**config.mk**
```make
export PLATFORM = sky130hd
export DESIGN_NAME = step_display_ctrl
export DESIGN_NICKNAME = d
export VERILOG_FILES = /design/src/rtl/step_display_ctrl_pkg.sv /design/src/rtl/step_display_ctrl_seg7_decoder.sv /design/src/rtl/step_display_ctrl.sv
export SDC_FILE = /design/constraint.sdc
export NUM_CORES = 1
export LEC_CHECK = 0
export CORE_ASPECT_RATIO = 0.9
export CORE_MARGIN = 4
export CORE_UTILIZATION = 54
export CTS_CLUSTER_SIZE = 12
export DETAILED_ROUTE_END_ITERATION = 16
export HOLD_SLACK_MARGIN = 0.06
export PLACE_DENSITY = 0.85
export SLEW_MARGIN = 0
export SYNTH_ARGS = -nofsm -noshare
export SYNTH_HDL_FRONTEND = slang
export SYNTH_HIERARCHICAL = 1
export SYNTH_SLANG_ARGS = --single-unit
```
**constraint.sdc**
```tcl
create_clock -name clk -period 4.7 [get_ports clk]
set_input_delay 0.705 -clock clk [delete_from_list [all_inputs] [get_ports clk]]
set_output_delay 0.705 -clock clk [all_outputs]
set_load 0.005 [all_outputs]
```
**src/rtl/step_display_ctrl_pkg.sv**
```systemverilog
// Shared types and constants for the step/display board controller.
// Debounce FSM states, active-low segment patterns and small helpers.
package step_display_ctrl_pkg;

  typedef enum logic [1:0] {
    IDLE         = 2'd0,
    PRESS_WAIT   = 2'd1,
    PRESSED      = 2'd2,
    RELEASE_WAIT = 2'd3
  } db_state_t;

  // Segment order {g,f,e,d,c,b,a}, active-low.
  localparam logic [6:0] SEG_0   = 7'b1000000;
  localparam logic [6:0] SEG_1   = 7'b1111001;
  localparam logic [6:0] SEG_2   = 7'b0100100;
  localparam logic [6:0] SEG_3   = 7'b0110000;
  localparam logic [6:0] SEG_4   = 7'b0011001;
  localparam logic [6:0] SEG_5   = 7'b0010010;
  localparam logic [6:0] SEG_6   = 7'b0000010;
  localparam logic [6:0] SEG_7   = 7'b1111000;
  localparam logic [6:0] SEG_8   = 7'b0000000;
  localparam logic [6:0] SEG_9   = 7'b0010000;
  localparam logic [6:0] SEG_A   = 7'b0001000;
  localparam logic [6:0] SEG_B   = 7'b0000011;
  localparam logic [6:0] SEG_C   = 7'b1000110;
  localparam logic [6:0] SEG_D   = 7'b0100001;
  localparam logic [6:0] SEG_E   = 7'b0000110;
  localparam logic [6:0] SEG_F   = 7'b0001110;
  localparam logic [6:0] SEG_OFF = 7'b1111111;

  localparam logic [3:0] AN_OFF  = 4'b1111;

  // Active-low enable for one digit; bit 0 is the rightmost digit.
  function automatic logic [3:0] digit_anode(
    input logic [1:0] idx
  );
    return ~(4'b0001 << idx);
  endfunction

  function automatic logic [15:0] pick_half(
    input logic [31:0] word,
    input logic        upper
  );
    return upper ? word[31:16] : word[15:0];
  endfunction

endpackage

```
**src/rtl/step_display_ctrl_seg7_decoder.sv**
```systemverilog
// Combinational hex digit to active-low 7-segment pattern.
// Ports: hex (4-bit digit in), seg ({g,f,e,d,c,b,a} out, active-low).
module seg7_decoder
  import step_display_ctrl_pkg::*;
(
  input  logic [3:0] hex,
  output logic [6:0] seg
);

  always_comb begin
    seg = SEG_OFF;
    case (hex)
      4'h0: seg = SEG_0;
      4'h1: seg = SEG_1;
      4'h2: seg = SEG_2;
      4'h3: seg = SEG_3;
      4'h4: seg = SEG_4;
      4'h5: seg = SEG_5;
      4'h6: seg = SEG_6;
      4'h7: seg = SEG_7;
      4'h8: seg = SEG_8;
      4'h9: seg = SEG_9;
      4'hA: seg = SEG_A;
      4'hB: seg = SEG_B;
      4'hC: seg = SEG_C;
      4'hD: seg = SEG_D;
      4'hE: seg = SEG_E;
      4'hF: seg = SEG_F;
      default: seg = SEG_OFF;
    endcase
  end

endmodule

```
**src/rtl/step_display_ctrl.sv**
```systemverilog
// Debounced single-step pulse plus 4-digit hex scan of PC / register.
// Ports: clk, reset (sync, active-high), step_btn, view_sel, half_sel,
//   pc_in, reg_in -> step_pulse, anode (active-low), seg, dp (active-low).
// Both parameters must be at least 2.
module step_display_ctrl
  import step_display_ctrl_pkg::*;
#(
  parameter int DEBOUNCE_CYCLES = 1000000,
  parameter int REFRESH_CYCLES  = 50000
) (
  input  logic        clk,
  input  logic        reset,
  input  logic        step_btn,
  input  logic        view_sel,
  input  logic        half_sel,
  input  logic [31:0] pc_in,
  input  logic [31:0] reg_in,
  output logic        step_pulse,
  output logic [3:0]  anode,
  output logic [6:0]  seg,
  output logic        dp
);

  localparam int DB_W =
    ($clog2(DEBOUNCE_CYCLES) > 0) ? $clog2(DEBOUNCE_CYCLES) : 1;
  localparam int RF_W =
    ($clog2(REFRESH_CYCLES) > 0) ? $clog2(REFRESH_CYCLES) : 1;

  // The state change lands on the edge where db_cnt steps to its last
  // value, so the synced level must be seen for DEBOUNCE_CYCLES edges.
  localparam logic [DB_W-1:0] DB_PRE_LAST = DB_W'(DEBOUNCE_CYCLES - 2);
  localparam logic [RF_W-1:0] RF_LAST     = RF_W'(REFRESH_CYCLES - 1);

  logic            sync_a;
  logic            btn_s;
  db_state_t       state;
  logic [DB_W-1:0] db_cnt;
  logic [RF_W-1:0] ref_cnt;
  logic [1:0]      digit_idx;
  logic [15:0]     snapshot;
  logic [3:0]      nibble;
  logic [6:0]      seg_next;

  // Cleared on reset so a held button must re-qualify from scratch.
  always_ff @(posedge clk) begin
    if (reset) begin
      sync_a <= 1'b0;
      btn_s  <= 1'b0;
    end else begin
      sync_a <= step_btn;
      btn_s  <= sync_a;
    end
  end

  always_ff @(posedge clk) begin
    if (reset) begin
      state      <= IDLE;
      db_cnt     <= '0;
      step_pulse <= 1'b0;
    end else begin
      step_pulse <= 1'b0;
      unique case (state)
        IDLE: begin
          if (btn_s) begin
            state  <= PRESS_WAIT;
            db_cnt <= '0;
          end
        end
        PRESS_WAIT: begin
          if (!btn_s) begin
            state <= IDLE;
          end else begin
            db_cnt <= db_cnt + 1'b1;
            if (db_cnt == DB_PRE_LAST) begin
              state      <= PRESSED;
              step_pulse <= 1'b1;
            end
          end
        end
        PRESSED: begin
          if (!btn_s) begin
            state  <= RELEASE_WAIT;
            db_cnt <= '0;
          end
        end
        RELEASE_WAIT: begin
          // A bounce back high returns to PRESSED silently.
          if (btn_s) begin
            state <= PRESSED;
          end else begin
            db_cnt <= db_cnt + 1'b1;
            if (db_cnt == DB_PRE_LAST) begin
              state <= IDLE;
            end
          end
        end
        default: state <= IDLE;
      endcase
    end
  end

  // Snapshot only at the frame boundary so a frame never tears.
  always_ff @(posedge clk) begin
    if (reset) begin
      ref_cnt   <= '0;
      digit_idx <= 2'd0;
      snapshot  <= 16'h0;
    end else if (ref_cnt == RF_LAST) begin
      ref_cnt   <= '0;
      digit_idx <= digit_idx + 2'd1;
      if (digit_idx == 2'd3) begin
        snapshot <= pick_half(view_sel ? reg_in : pc_in, half_sel);
      end
    end else begin
      ref_cnt <= ref_cnt + 1'b1;
    end
  end

  assign nibble = snapshot[{digit_idx, 2'b00} +: 4];

  seg7_decoder u_dec (
    .hex (nibble),
    .seg (seg_next)
  );

  always_ff @(posedge clk) begin
    if (reset) begin
      anode <= AN_OFF;
      seg   <= SEG_OFF;
      dp    <= 1'b1;
    end else begin
      anode <= digit_anode(digit_idx);
      seg   <= seg_next;
      dp    <= ~((digit_idx == 2'd3) & half_sel);
    end
  end

endmodule
```
---- Yosys cells after proc, flatten, opt, wreduce, memory -nomap -nowiden ----
Memory sizes are Yosys's and may differ from the RTL's. A register that Yosys moved wholly into a read port is not among the register bits.
Cells that the tools add are included.
word-level totals
  bits in read-only memories .............. 112
  memories ................................ 1
  bits of input ports ..................... 69
  output and inout port bits .............. 13
  logic and storage cells ................. 54
  register bits ........................... 64
cells by class
  bitwise logic cells ..................... 5
  equality and inequality tests ........... 12
  reduce and logical (&&, ||, !) cells .... 6
  shifts and indexed selects .............. 2
  add/sub/neg operators ................... 3
  muxes and demuxes ....................... 15
memory list
  name             depth  bits a word  read ports  clocked after Yosys merged registers in  wr ports  line                                  source
  (no name shown)  16     7            1           1                                        0         step_display_ctrl_seg7_decoder.sv:12  case (hex)
operator list
  kind                                             number
  two-way mux 20 bit                               4
  one-hot mux 20 bit (4 select lines)              1
  two-way mux 32 bit                               1
  adder 20 x 1 -> 20 bit, second input constant    1
  == test 20 bit, second input constant            1
  adder 16 x 1 -> 16 bit, second input constant    1
  == test 16 bit, second input constant            1
  two-way mux 16 bit                               1
  indexed part select 16 x 5 -> 4 bit              1
  two-way mux 2 bit                                6
  inequality test 2 bit, second input constant     4
  one-hot mux 2 bit (4 select lines)               1
  AND reduction 4 bit                              2
  == test 2 bit, second input constant             3
  inequality test 3 bit, second input constant     2
  inverter 4 bit                                   1
  left shift 1 x 2 -> 4 bit, first input constant  1
  inverter 1 bit                                   3
  OR reduction 3 bit                               1
  adder 2 x 1 -> 2 bit, second input constant      1
  == test 2 x 1 -> 1 bit, second input constant    1
  zero test 2 bit                                  1
  AND reduction 2 bit                              1
  OR reduction 2 bit                               1
  2 further kinds                                  2

---- Longest topological paths before layout ----
Gate-level depths: netlist (run 1).
  word-level depth ........................ 4
  depth in mapped cells ................... 8
  depth with buffers taken out ............ 7

---- By module ----
Netlist (run 1), hierarchy kept.
by module, submodules not included
  module             cells each  seq. area each (sq um)  times used  area an instance (sq um)
  step_display_ctrl  332         1421.4                  1           3368.2
  seg7_decoder       32          0.0                     1           275.3

---- Worst setup path after synthesis (run 1) ----
OpenSTA, ideal clock, no wires.
  kind .................................... register -> register
  start ................................... reg digit_idx[0]
  end ..................................... reg seg[3]
  data arrival time ....................... 2.244 ns
  setup time .............................. 0.123 ns
  path slack .............................. 2.333 ns
  required time ........................... 4.577 ns
  clock period less this slack ............ 2.367 ns
  cell stages (with the launch flop) ...... 8
  cells stage by stage .................... dfxtp_1 -> clkbuf_1 -> mux4_2 -> inv_1 -> ha_1 -> inv_1 -> mux4_1 -> or2_2
between the ends
  cells in the longest elaborated chain, start to end .. 1
ends and longest elaborated chain
  what                                 line                      source
  start, declared                      step_display_ctrl.sv:39   logic [1:0] digit_idx;
  start signal, assigned               step_display_ctrl.sv:110  digit_idx <= digit_idx + 2'd1;
  indexed part select 16 x 5 -> 4 bit  step_display_ctrl.sv:119  assign nibble = snapshot[{digit_idx, 2'b00} +: 4];
  named net nibble[0]                  step_display_ctrl.sv:41   logic [3:0] nibble;
  end, declared                        step_display_ctrl.sv:20   output logic [6:0] seg,
The timed path passes the listed nets, and every way through them passes these cells.
A chain may end at the register's enable or synchronous reset.

---- Worst setup path after layout (run 1) ----
  start ................................... reg digit_idx[0]
  end ..................................... reg snapshot[8]
between the ends
  cells in the longest elaborated chain, start to end .. 2
ends and longest elaborated chain
  what                                  line                      source
  == test 2 bit                         step_display_ctrl.sv:111  if (digit_idx == 2'd3) begin
  AND reduction 2 bit (no source line)  n/a
  end signal, assigned                  step_display_ctrl.sv:112  snapshot <= pick_half(view_sel ? reg_in : pc_in, half_sel);
  end, declared                         step_display_ctrl.sv:40   logic [15:0] snapshot;
No other way between the ends.

==> reports/summary.txt, run 1 <==
Status: completed
Die Area: 8130 µm²
Global-route wire length before repair: 14100 µm
Gr usage total: 0.222
TritonCTS Sinks: 71
Sequential standard cell area: 1420 µm²
Final #Nets: 521
Cts repair resizes: 0
Layout Area Growth over Synthesis: 28.3%
Post-Syn Area per Cell: 10.0 µm²
Max-Cap Viols: 0
Clk_skew: 0.00666 ns
#FFs+latches synth: 71
Async set or reset register ratio after synthesis: 0
Initial Util: 0.556
Commonest non-fill, non-tap cell in the layout: clkdlybuf4s50_1
CTS tree: built
Endpoint of the worst hold path: btn_s
Distinct cells, synth: 46
Die height: 85.9 µm
CTS max path bufs: 2
Slowest CP cell: nand4_1
GPL Wtd Cong: 0.809
Sequential area share after synthesis: 0.390
Hold crit path type: reg -> reg
Cells after synthesis: 364
IO Pins: 82
RSZ-0062 raised after global routing: no
Port Buf Inserts: 81
Filler Cell Count: 481
Hold-fix buffers, CTS: 0
Setup crit start: digit_idx[0]
Setup TNS: 0 ns
Transition time at the pin with the least slew margin: 1.19 ns
Crit Path Max Fanout: 16
Ant diodes: 0
Vias in the first global route: 3063
Crit-path cells: ha_1 > and4_1 > nand4_1 > mux2i_1 > nor2_1
Proportion of layout cells with a drive suffix above 1: 0.115
P_leak: 1.74 nW
Clk pin slew, worst setup/hold paths: 0.06 ns
Largest net degree at the start of global routing: 41
Floorplan Core Area: 6550 µm²
Maximum VDD drop: 0.145 mV
Arr. time, crit path: 2.83 ns
Clk_lat worst skew: 0.34 ns
Area taken by multi-input logic gates: 2080 µm²
R2r setup slk: 2.09 ns
WL final: 8190 µm
Die X: 94.6 µm
Grt total ovfl: 0
Post-Syn Nets: 447
Area of the mapped netlist: 3640 µm²
Hold path start: sync_a
DR iter-0 viols: 160
Final Hold Viols: 0
Clock root cell: clkbuf_8
Slew Viols, Final: 0
Number of synthesized flops with an enable pin: 0
Reg2reg path depth: 5
1st-pass router iterations: 4
Via density per instance: 5.56
Crit start category: register
Initial antenna violation count: 0
Rows: 28
Top FF cell, synth: dfxtp_1
Setup crit end kind: register
Period utilization: 0.556
Remaining antenna violation count: 0
CTS buffer count: 9
Commonest cells after routing, fill and taps aside: 81 x clkdlybuf4s50_1, 71 x dfxtp_1, 50 x nor2_1
PD cells: 258 nW/µm²
Yosys warns: 6
WHS Path Cells: 1
Slowest stage delay, CP: 0.91 ns
Worst R2R Start: digit_idx[0]
Req. time, crit path: 4.91 ns
CTS HTree Levels: 3
Detailed placement HPWL: 6130 µm
Crit path kind: reg -> reg
Via count: 2962
Worst r2r dst: snapshot[8]
Max-slew headroom: 0.207
WL/cell: 15.4 µm
Period minus WS final: 2.61 ns
Fmax: 383 MHz
Util after Layout: 0.714
# DRC: 0
Setup bufs post-CTS: 0
Setup violators final: 0
## how the worst max path moves through the flow
stage	slack [ns]	cells past startpoint	endpoint
global placement	1.90	4	snapshot[15]
detailed placement	1.82	4	snapshot[8]
finish	2.09	5	snapshot[8]
CTS	2.10	5	snapshot[8]
floorplan	2.33	7	seg[3]
global route	1.82	5	snapshot[11]
## power breakdown
group	internal, mW	switching (mW)	total [mW]
Sequential	0.608	0.00444	0.613
Clock	0.257	0.219	0.476
Combinational	0.0838	0.0355	0.119
Total	0.949	0.259	1.21
## cell families (layout without fill, tap and decap cells)
| kind of cell | after synthesis | count (layout) | synth area share |
|---|---|---|---|
| AND/OR/NAND/NOR | 145 | 145 | 0.215 |
| XOR/XNOR | 21 | 21 | 0.0525 |
| buffers and inverters | 33 | 112 | 0.0391 |
| AO/OA/AOI/OAI | 36 | 36 | 0.0604 |
| adder cells (fa/ha/maj) | 14 | 14 | 0.0481 |
| multiplexers | 44 | 44 | 0.194 |
| flip-flops | 71 | 71 | 0.390 |
## cell type report
cell class / instances / area share
multi-input combinational: 260 / 0.445
sequential: 71 / 0.304
timing repair buffer: 82 / 0.175
clock buffer: 12 / 0.0310
tap: 90 / 0.0241
inverter: 14 / 0.0112
clock inverter: 4 / 0.00964
## worst max-delay path, delay by kind of cell (launching register included)
kind                     cells  cell delay, ns
adder cells (fa/ha/maj)      1            0.26
flip-flops                   1            0.56
multiplexers                 1            0.47
AND/OR/NAND/NOR              3            1.18
## flip-flops by register name (all words and copies together), names as in the netlist, named ones only
register and cells:
db_cnt 20, snapshot 16, sync_a 1, anode 4, btn_s 1, ref_cnt 16
step_pulse 1, dp 1, seg 7, digit_idx 2, state 1
## Yosys cell counts, types with 2 or more instances
library cell | n | share of area
xnor2_1 | 14 | 0.034
nand4_1 | 11 | 0.019
or3_2 | 3 | 0.0062
inv_1 | 14 | 0.014
o21ai_0 | 9 | 0.012
nand3_1 | 10 | 0.014
buf_1 | 2 | 0.0021
xor2_1 | 6 | 0.014
clkbuf_1 | 12 | 0.012
and4_1 | 4 | 0.0096
buf_6 | 2 | 0.0062
buf_2 | 2 | 0.0027
o31ai_1 | 5 | 0.010
or4_1 | 6 | 0.012
nand2_1 | 13 | 0.013
a22o_1 | 2 | 0.0048
or2_2 | 7 | 0.012
nor2b_1 | 2 | 0.0034
nor2_1 | 50 | 0.052
a21oi_1 | 15 | 0.021
nor3_1 | 10 | 0.014
nand2b_1 | 6 | 0.010
mux2i_1 | 22 | 0.060
or3_1 | 6 | 0.010
nor4bb_1 | 3 | 0.0082
mux4_2 | 20 | 0.12
nor4_1 | 2 | 0.0034
ha_1 | 14 | 0.048
nor4b_1 | 3 | 0.0072
dfxtp_1 | 71 | 0.39
and3_1 | 3 | 0.0052
## layer usage
metal | vias up | routed length (µm) | global-route usage
met5 | - | 0 | 0
met4 | 0 | 199 | 0.0878
met3 | 18 | 448 | 0.0605
met2 | 82 | 4060 | 0.375
met1 | 1404 | 3480 | 0.269
li1 | 1458 | - | -
## through the flow
stage	setup slack, ns	instances	area, µm²	total power [mW]	hold slack (ns)
3_3_place_gp	1.90	517	4480	0.742	0.434
5_1_grt	1.82	533	4670	1.26	0.473
3_5_place_dp	1.82	517	4480	0.747	0.450
6_report	2.09	533	4670	1.21	0.459
4_1_cts	2.10	533	4670	1.22	0.460
2_1_floorplan	2.33	364	3640	0.675	0.414
Power figures use the tool's default switching activity.
==> inputs of run 2 (changes only) <==
--- a/config.mk
+++ b/config.mk
@@ -7,11 +7,11 @@
 export LEC_CHECK = 0
 export CORE_ASPECT_RATIO = 0.9
 export CORE_MARGIN = 4
-export CORE_UTILIZATION = 54
+export CORE_UTILIZATION = 46
 export CTS_CLUSTER_SIZE = 12
 export DETAILED_ROUTE_END_ITERATION = 16
 export HOLD_SLACK_MARGIN = 0.06
-export PLACE_DENSITY = 0.85
+export PLACE_DENSITY = 0.77
 export SLEW_MARGIN = 0
 export SYNTH_ARGS = -nofsm -noshare
 export SYNTH_HDL_FRONTEND = slang
==> constraint.sdc (replaced) <==
create_clock -name clk -period 2.15 [get_ports clk]
set_input_delay 0.3225 -clock clk [delete_from_list [all_inputs] [get_ports clk]]
set_output_delay 0.3225 -clock clk [all_outputs]
set_load 0.005 [all_outputs]
==> run 2 against run 1 <==
Non-clock buffer count is 14 higher. Final cell count is 3.8% higher. Die area is 16% higher. Worst hold slack worse by 0.016 ns. Largest power group unchanged.
==> reports/summary.txt, run 2 (synthesis results as in run 1) <==
Slowest CP cell: mux4_2 (was nand4_1)
Die height: 92.4 µm (was 85.9 µm)
Final Hold Viols: 0 (unchanged)
Floorplan Core Area: 7620 µm² (was 6550 µm²)
Commonest non-fill, non-tap cell in the layout: clkdlybuf4s50_1 (unchanged)
Switch share: 0.225 (was 0.214)
Commonest cells after routing, fill and taps aside: 81 x clkdlybuf4s50_1, 70 x dfxtp_1, 50 x nor2_1 (was 81 x clkdlybuf4s50_1, 71 x dfxtp_1, 50 x nor2_1)
Slowest stage delay, CP: 0.58 ns (was 0.91 ns)
Final #Nets: 535 (was 521)
RSZ-0062 raised after global routing: yes (was no)
Hold path start: sync_a (unchanged)
Filler Cell Count: 637 (was 481)
Proportion of layout cells with a drive suffix above 1: 0.160 (was 0.115)
Met1 Routed Length: 3440 µm (was 3480 µm)
Max-slew headroom: 0.671 (was 0.207)
TritonCTS Sinks: 71 (unchanged)
Die X: 102 µm (was 94.6 µm)
GPL Wtd Cong: 0.834 (was 0.809)
1st-pass router iterations: 4 (unchanged)
Setup violators final: 0 (unchanged)
DR iter-0 viols: 103 (was 160)
Global-route wire length before repair: 13500 µm (was 14100 µm)
Grt total ovfl: 0 (unchanged)
Period minus WS final: 2.11 ns (was 2.61 ns)
Worst r2r dst: seg[3] (was snapshot[8])
Clock root cell: clkbuf_8 (unchanged)
Routed met2 length: 3930 µm (was 4060 µm)
# DRC: 0 (unchanged)
WL/cell: 14.3 µm (was 15.4 µm)
Clk pin slew, worst setup/hold paths: 0.07 ns (was 0.06 ns)
Clk_skew: 0.00665 ns (was 0.00666 ns)
R2r setup slk: 0.04 ns (was 2.09 ns)
Worst R2R Start: digit_idx[0] (unchanged)
CTS HTree Levels: 3 (unchanged)
Combinational power share: 0.105 (was 0.099)
Setup crit start: digit_idx[0] (unchanged)
Crit Path Max Fanout: 5 (was 16)
Crit start category: register (unchanged)
Gr usage total: 0.178 (was 0.222)
Die Area: 9410 µm² (was 8130 µm²)
Remaining antenna violation count: 0 (unchanged)
IO Pins: 82 (unchanged)
Arr. time, crit path: 2.34 ns (was 2.83 ns)
Top layer in use: met4 (unchanged)
Fmax: 475 MHz (was 383 MHz)
Detailed placement HPWL: 6150 µm (was 6130 µm)
Setup TNS: 0 ns (unchanged)
P_leak: 1.80 nW (was 1.74 nW)
Largest registers: db_cnt (20), ref_cnt (16), snapshot (16) (unchanged)
Most flop-heavy register: db_cnt (unchanged)
Transition time at the pin with the least slew margin: 0.486 ns (was 1.19 ns)
Largest net degree at the start of global routing: 40 (was 41)
Seq pwr share: 0.519 (was 0.507)
Req. time, crit path: 2.38 ns (was 4.91 ns)
Initial Util: 0.478 (was 0.556)
Via count: 2961 (was 2962)
Clk_lat worst skew: 0.34 ns (about the same)
CTS max path bufs: 2 (unchanged)
Initial antenna violation count: 0 (unchanged)
Max-Cap Viols: 0 (unchanged)
Rows: 30 (was 28)
Hold-fix buffers, CTS: 0 (unchanged)
Port Buf Inserts: 81 (unchanged)
Sequential standard cell area: 1430 µm² (was 1420 µm²)
Status: completed (unchanged)
Layout Area Growth over Synthesis: 32.1% (was 28.3%)
Hold crit path type: reg -> reg (unchanged)
Reg2reg path depth: 4 (was 5)
Maximum VDD drop: 0.354 mV (was 0.145 mV)
PD cells: 535 nW/µm² (was 258 nW/µm²)
Vias in the first global route: 3025 (was 3063)
Crit-path cells: mux4_2 > ha_1 > mux4_2 > or2_2 (was ha_1 > and4_1 > nand4_1 > mux2i_1 > nor2_1)
Period utilization: 0.979 (was 0.556)
Area taken by multi-input logic gates: 2090 µm² (was 2080 µm²)
WHS Path Cells: 1 (unchanged)
Slew Viols, Final: 0 (unchanged)
Max FFs per register: 20 (unchanged)
Crit path kind: reg -> reg (unchanged)
Net switching power figure: 580 µW (was 259 µW)
Ant diodes: 0 (unchanged)
Crit path top cell by count: mux4_2
Final total power: 2.58 mW (was 1.21 mW)
CTS tree: built (unchanged)
Clock power share: 0.375 (was 0.394)
WL final: 7920 µm (was 8190 µm)
Setup crit end kind: register (unchanged)
CTS buffer count: 9 (unchanged)
Int Power: 2.00 mW (was 949 µW)
Met3 routed WL: 504 µm (was 448 µm)
Endpoint of the worst hold path: btn_s (unchanged)
Via density per instance: 5.35 (was 5.56)
run 2: cell type report:
type / count / share of cell area
Sequential cell: 71 / 0.296
Timing Repair Buffer: 96 / 0.194
Tap cell: 96 / 0.0250
Inverter: 14 / 0.0114
Clock buffer: 11 / 0.0315
Multi-Input combinational cell: 260 / 0.435
Clock inverter: 5 / 0.00676
run 2: worst max-delay path by stage:
stage | end | slack, ns | depth (start not counted)
after floorplan | seg[3] | 0.004 | 7
final | seg[3] | 0.04 | 4
after global routing | seg[3] | -0.01 | 6
after global placement | seg[3] | 0.10 | 6
after detailed placement | seg[3] | 0.04 | 6
after CTS | seg[3] | 0.03 | 6
run 2: per-layer routing:
metal,track usage,up-vias
met4,0.0350,0
met1,0.216,1394
li1,-,1481
met3,0.0610,6
met5,0,-
met2,0.306,80
run 2: power by group through the flow:
stage | registers [mW] | clock network (mW) | logic (mW)
2_1_floorplan | 1.37 | 0 | 0.108
3_3_place_gp | 1.37 | 0 | 0.270
3_5_place_dp | 1.37 | 0 | 0.275
4_1_cts | 1.34 | 1.00 | 0.275
5_1_grt | 1.34 | 1.06 | 0.292
6_report | 1.34 | 0.966 | 0.271
run 2: through the flow:
stage / worst slack (ns) / cells / area, µm² / utilization / hold slack (ns)
after floorplan: 0.00385 / 364 / 3650 / - / 0.414
after global placement: 0.102 / 536 / 4600 / 0.604 / 0.426
after detailed placement: 0.0370 / 536 / 4600 / 0.604 / 0.432
after CTS: 0.0302 / 552 / 4790 / 0.628 / 0.450
after global routing: -0.0125 / 553 / 4810 / 0.632 / 0.477
final: 0.0449 / 553 / 4810 / 0.632 / 0.444
run 2: what timing repair did:
action | CTS | global route
setup endpoints to repair | 0 | 4
setup buffers | 0 | 1
gates resized for setup | 0 | 6
run 2: critical path, delay by kind of cell (launching register included):
family | cells | cell delay, ns
adder cells (fa/ha/maj) | 1 | 0.29
AND/OR/NAND/NOR | 1 | 0.28
flip-flops | 1 | 0.37
multiplexers | 2 | 1.06
